==> src/rtl/mul_pkg.sv <==
// Shared constants for the product accumulator: FSM state encodings and
// default operand width / batch length.
package mul_pkg;

    typedef enum logic {
        ST_ACCUM = 1'b0,
        ST_DONE  = 1'b1
    } state_t;

    localparam int DEF_WIDTH = 4;
    localparam int DEF_COUNT = 4;

endpackage

==> src/rtl/product_acc_beat_counter.sv <==
// Beat counter for product_acc: counts accepted products within a batch and
// flags the final beat so the FSM can close the batch.
module beat_counter
    import mul_pkg::*;
#(
    parameter int COUNT = DEF_COUNT,
    parameter int CW    = $clog2(COUNT)
) (
    input  logic          clk,
    input  logic          rst,
    input  logic          clr,
    input  logic          inc,
    output logic [CW-1:0] count,
    output logic          last
);

    localparam logic [CW-1:0] LAST_VAL = CW'(COUNT - 1);

    assign last = (count == LAST_VAL);

    // Wrap explicitly on the last beat so non-power-of-two COUNT works.
    always_ff @(posedge clk) begin
        if (rst || clr) begin
            count <= '0;
        end else if (inc) begin
            count <= last ? '0 : count + 1'b1;
        end
    end

endmodule

==> src/rtl/product_acc.sv <==
// Sums COUNT unsigned products per batch and hands the total downstream with
// a valid/ready handshake. Define PRODUCT_ACC_OVF_EN to add the out_ovf flag.
module product_acc
    import mul_pkg::*;
#(
    parameter int WIDTH = DEF_WIDTH,
    parameter int COUNT = DEF_COUNT,
    parameter int ACC_W = 2*WIDTH + 2
) (
    input  logic               clk,
    input  logic               rst,
    input  logic               clr,
    input  logic               in_valid,
    output logic               in_ready,
    input  logic [2*WIDTH-1:0] in_prod,
    output logic               out_valid,
    input  logic               out_ready,
    output logic [ACC_W-1:0]   out_sum
`ifdef PRODUCT_ACC_OVF_EN
    ,
    output logic               out_ovf
`endif
);

    localparam int CW = $clog2(COUNT);

    state_t           state;
    logic [ACC_W-1:0] acc;
    logic [ACC_W-1:0] sum;
    logic [CW-1:0]    count;
    logic             last;
    logic             accept;

    assign in_ready = (state == ST_ACCUM);
    assign accept   = in_valid & in_ready;

`ifdef PRODUCT_ACC_OVF_EN
    logic [ACC_W:0] sum_x;
    logic           carry;
    logic           ovf_acc;

    assign sum_x = {1'b0, acc} + (ACC_W+1)'(in_prod);
    assign sum   = sum_x[ACC_W-1:0];
    assign carry = sum_x[ACC_W];
`else
    assign sum = acc + ACC_W'(in_prod);
`endif

    beat_counter #(
        .COUNT (COUNT),
        .CW    (CW)
    ) u_beat (
        .clk   (clk),
        .rst   (rst),
        .clr   (clr),
        .inc   (accept),
        .count (count),
        .last  (last)
    );

    always_ff @(posedge clk) begin
        if (rst) begin
            state     <= ST_ACCUM;
            acc       <= '0;
            out_sum   <= '0;
            out_valid <= 1'b0;
`ifdef PRODUCT_ACC_OVF_EN
            ovf_acc   <= 1'b0;
            out_ovf   <= 1'b0;
`endif
        end else if (clr) begin
            // Abort: any product presented this cycle is dropped.
            state     <= ST_ACCUM;
            acc       <= '0;
            out_valid <= 1'b0;
`ifdef PRODUCT_ACC_OVF_EN
            ovf_acc   <= 1'b0;
            out_ovf   <= 1'b0;
`endif
        end else begin
            case (state)
                ST_ACCUM: begin
                    if (accept) begin
                        if (last) begin
                            out_sum   <= sum;
                            out_valid <= 1'b1;
                            acc       <= '0;
                            state     <= ST_DONE;
`ifdef PRODUCT_ACC_OVF_EN
                            out_ovf   <= ovf_acc | carry;
                            ovf_acc   <= 1'b0;
`endif
                        end else begin
                            acc <= sum;
`ifdef PRODUCT_ACC_OVF_EN
                            ovf_acc <= ovf_acc | carry;
`endif
                        end
                    end
                end
                ST_DONE: begin
                    if (out_ready) begin
                        out_valid <= 1'b0;
                        state     <= ST_ACCUM;
`ifdef PRODUCT_ACC_OVF_EN
                        out_ovf   <= 1'b0;
`endif
                    end
                end
                default: state <= ST_ACCUM;
            endcase
        end
    end

    // count is consumed only through last; keep it observable for lint.
    logic unused_count;
    assign unused_count = ^count;

endmodule

==> config.mk <==
export PLATFORM = sky130hd
export DESIGN_NAME = product_acc
export DESIGN_NICKNAME = d
export VERILOG_FILES = /design/src/rtl/mul_pkg.sv /design/src/rtl/product_acc_beat_counter.sv /design/src/rtl/product_acc.sv
export SDC_FILE = /design/constraint.sdc
export NUM_CORES = 1
export LEC_CHECK = 0
export CAP_MARGIN = 25
export CORE_UTILIZATION = 55
export DETAILED_ROUTE_END_ITERATION = 7
export GPL_TIMING_DRIVEN = 0
export PLACE_DENSITY = 0.88
export SLEW_MARGIN = 20
export SYNTH_ARGS = -nofsm -noshare
export SYNTH_HDL_FRONTEND = slang
export SYNTH_SLANG_ARGS = --single-unit
==> constraint.sdc <==
create_clock -name clk -period 5.7 [get_ports clk]
set_input_delay 0.855 -clock clk [delete_from_list [all_inputs] [get_ports clk]]
set_output_delay 0.855 -clock clk [all_outputs]
set_load 0.02 [all_outputs]
Word-level counts from Yosys, hierarchy flattened

Index checks and enable logic that the tools add are counted.

Bits in registers: 24
RAM bits: 0
Bits in read-only memories: 0
Memories: 0
Bits of input ports: 13
Output and inout port bits: 12
Latch bits: 0
Logic and storage cells: 29

$lt $le $gt $ge: 0
Equal/unequal tests: 4
Bitwise operators: 3
Div/mod/pow operators: 0
Shifts and indexed selects: 0
Reductions and logical operators: 5
Multipliers: 0
Muxes and demuxes: 10
Add/sub/neg operators: 2

Operators by type and width:

| cell                | count |
|---|---|
| $add 10x8->10       | 1 |
| $mux 10             | 1 |
| $mux 1              | 6 |
| $ne 2x1->1 const B  | 2 |
| $pmux 1 s2          | 2 |
| $reduce_and 4->1    | 1 |
| $reduce_and 3->1    | 1 |
| $add 2x1->2 const B | 1 |
| $eq 2x2->1 const B  | 1 |
| $mux 2              | 1 |
| $ne 2x2->1 const B  | 1 |
| $not 1->1           | 2 |
| $reduce_and 2->1    | 1 |
| $reduce_or 2->1     | 1 |
| $and 1x1->1         | 1 |
| $logic_or 1x1->1    | 1 |

Depth between registers and ports, before layout

Depth in word-level cells: 4
Gate-level depth with buffers: 8
Mapped depth without buffers: 8

Hierarchy

From an unflattened synthesis, not the netlist that was laid out.

Cells, all modules: 156
Area total of the unflattened synthesis: 1346.3 µm²

By module, submodules not included:

| module       | area each (µm²) | cells an instance | instances | seq. area each (µm²) |
|---|---|---|---|---|
| product_acc  | 1251.2          | 148               | 1         | 440.4 |
| beat_counter | 95.1            | 8                 | 1         | 40.0 |

Least setup slack after synthesis

OpenSTA, ideal clock, no wires.

Path kind: input to register
Start point: in in_prod[0]
End point: reg out_sum[6]
Path buffers: 0
Arrival: 2438 ps
Required time: 5638 ps
Slack: 3200 ps
Stages: 8
Cell sequence: ha_1 > inv_1 > fa_1 > nand2b_1 > a21oi_1 > a31oi_1 > or4_1 > nand3_1

Longest elaborated chain between the ends: 1

RTL lines:

| item                 | line              | RTL |
|---|---|---|
| start, declared      | product_acc.sv:15 | `input logic [2*WIDTH-1:0] in_prod,` |
| $add 10x8->10        | product_acc.sv:46 | `assign sum = acc + ACC_W'(in_prod);` |
| end signal, assigned | product_acc.sv:85 | `out_sum <= sum;` |
| end, declared        | product_acc.sv:18 | `output logic [ACC_W-1:0] out_sum` |

Every way passes these cells.
A chain may end at the register's enable or synchronous reset.

Worst setup path after layout

Same ends and word-level chain as after synthesis.

==> results.ini <==
[timing]
timing.final.ws_setup_ns = 2.85
relSlewSlack_pct = 70.4
fin_tns_setup_ns = 0
finalClockSkew_ns = 0.00321
worst_pin_slew_ns = 0.444
setup_violations = 0
period_share_pct = 49.9
whs_ns = 0.465
period_needed_ns = 2.85
drv_slew = 0
max_freq_ghz = 0.351
finalHoldViolations = 0
rsz0062_at_grt = false

[die]
die-area_mm2 = 0.00259
io_pins = 25
die_y_um = 50.9
fp.coreArea_mm2 = 0.00223
rows = 17
initial_utilization_pct = 58.9
fp.dieW_um = 50.9

[placed_design]
dpl_worst_slack_ns = 2.56
hpwl_um = 2240
portBuffers = 24
gp_congestion = 0.829

[grt]
grt_pass1_wl_um = 5060
grt_pass1_vias = 1147
track_usage_pct = 25.7
antenna_found_initial = 0
overflow = 0
grt_max_degree = 14

[logic_synthesis]
dominantRegCellSynth = dfxtp_1
yosysUniqueCellTypes = 37
synth_seq_cells = 24
syn-instance-count = 157
seq_area_frac_synth_pct = 36.5
synthArstFlopShare_pct = 0
synth_warnings = 0
syn_avg_cell_area_um2 = 8.38
synth_nets = 180
syn_area_mm2 = 0.00132
synth_edf_count = 0

[finish]
fin_util_pct = 72.9
syn_to_final_growth_pct = 23.7
drive_gt1_share_pct = 6.49
final_nets = 209
antenna_cells = 0

[clock_network]
numCtsBuffers = 3
clk_root_buffer_cell = clkbuf_4
cts_sinks = 24
post-cts-setup-buffers = 0
cts.clk_slew.worst_paths_ns = 0.14
cts_resized = 0
tritoncts = yes
cts_buffer_depth = 2
hold_buffers = 0
htree_num_levels = 1
clk_latency_ns = 0.33

[worst_setup_path]
critPathLaunchType = input pin
cp-end-kind = register
worstPathRequired_ns = 5.98
critPathSlowestCell = clkdlybuf4s50_1
worstSetupPathType = in -> reg
slowest_delay_ns = 0.46
rr_startpoint = acc[0]
path_cells = clkdlybuf4s50_1 > ha_1 > inv_1 > fa_1 > nand2b_1 > a21oi_1 > a31oi_1 > or4_1 > nand3_1
cp.arrival_ns = 3.13
cp-startpoint = in_prod[0]
crit_fanout = 4

[drt]
drt_first_iter_violations = 52
vias = 1248
drc = 0
wl_per_cell_um = 14.2
routed_wl_um = 3020
dr.pass1.iters = 6
vias_per_cell = 5.86
drtAntennaViolNets = 0

[run]
cap_violations = 0

[hold_path]
min_path_type = reg -> reg
min-delay-start = out_sum[8]

[pwr]
ir_drop_mv = 0.161
powerDensity_mw_per_mm2 = 197
leakage_nw = 0.612
finalPower_mw = 0.320

[status]
status = complete, no violations

## through the flow
step	instance area [µm²]	std cells
6_report	1630	213
5_1_grt	1630	213
4_1_cts	1630	213
3_5_place_dp	1590	209
3_3_place_gp	1590	209
2_1_floorplan	1320	157
## synthesized netlist by cell type, drive strengths merged (3+ instances only)
| master | count | share of area (%) |
|---|---|---|
| a21oi | 19 | 7.2 |
| nand3 | 3 | 1.1 |
| or4 | 5 | 2.9 |
| inv | 7 | 2.0 |
| nor3 | 5 | 1.9 |
| ha | 9 | 8.6 |
| nor2 | 14 | 4.0 |
| a31oi | 3 | 1.4 |
| buf | 3 | 1.1 |
| a211oi | 3 | 2.1 |
| nand3b | 3 | 1.7 |
| dfxtp | 24 | 37 |
| nand2 | 20 | 5.7 |
| o21ai | 4 | 2.4 |
| clkbuf | 4 | 1.1 |
## power breakdown
group          leakage, nW  switching, mW  internal (mW)
combinational        0.397         0.0288         0.0239
sequential           0.194        0.00199          0.171
clock               0.0210         0.0554         0.0392
total                0.612         0.0862          0.234
## cell usage in the layout (no fill, tap or decap), types with 2 or more instances in the layout
| master | n |
|---|---|
| dfxtp_1 | 24 |
| clkdlybuf4s50_1 | 24 |
| nand2_1 | 20 |
| a21oi_1 | 19 |
| nor2_1 | 14 |
| ha_1 | 9 |
| inv_1 | 7 |
| or4_1 | 5 |
| nor3_1 | 5 |
| clkbuf_1 | 4 |
| buf_2 | 3 |
| nand3b_1 | 3 |
| a31oi_1 | 3 |
| nand3_1 | 3 |
| o21ai_0 | 3 |
| clkbuf_4 | 3 |
| nand2b_1 | 2 |
| or2_1 | 2 |
| a21o_1 | 2 |
| xor2_1 | 2 |
| a22o_1 | 2 |
| a22oi_1 | 2 |
| xnor2_1 | 2 |
| nor3b_1 | 2 |
| nand4b_1 | 2 |
| a211oi_1 | 2 |
| nor4_1 | 2 |
| a221o_1 | 2 |
## final timing paths
check                to  slack (ns)  cells after the start
min reg2reg  out_sum[8]        0.47                      2
min          out_sum[8]        0.47                      2
max          out_sum[6]        2.85                      9
max reg2reg  out_sum[6]        3.49                      8
## registers in the layout, summed over array words and instances, names as in the netlist
signal and cells:
out_valid 1, out_sum 10, acc 10, u_beat.count 2, state 1
## worst max-delay path: cells and delay by family
family          cells  cell delay, ns
buf+inv             2            0.53
simple gates        3            0.71
fa+ha+maj           2            0.59
compound gates      2            0.44
## final cells by class
type	instances	area, µm²
plain buffers	7	30.0
clock buffers	4	36.3
fillers	190	606
inverters	7	26.3
multi-input cells	119	779
flip-flops and latches	24	480
well taps	28	35.0
repair buffers	24	240
## per-layer routing
layer | wire, µm | vias up | GRT usage, %
li1 | - | 622 | -
met4 | 74 | 0 | 12.0
met1 | 1340 | 570 | 33.3
met3 | 174 | 9 | 3.87
met5 | 0 | - | 0
met2 | 1430 | 47 | 41.7
## cells by family after synthesis
family	synth area share (%)
flip-flops	36.5
adder cells (fa/ha/maj)	10.1
AND/OR/NAND/NOR	24.9
buffers and inverters	4.28
XOR/XNOR	2.66
AO/OA/AOI/OAI	21.6
Note: power is estimated with default switching activity, not from simulation.
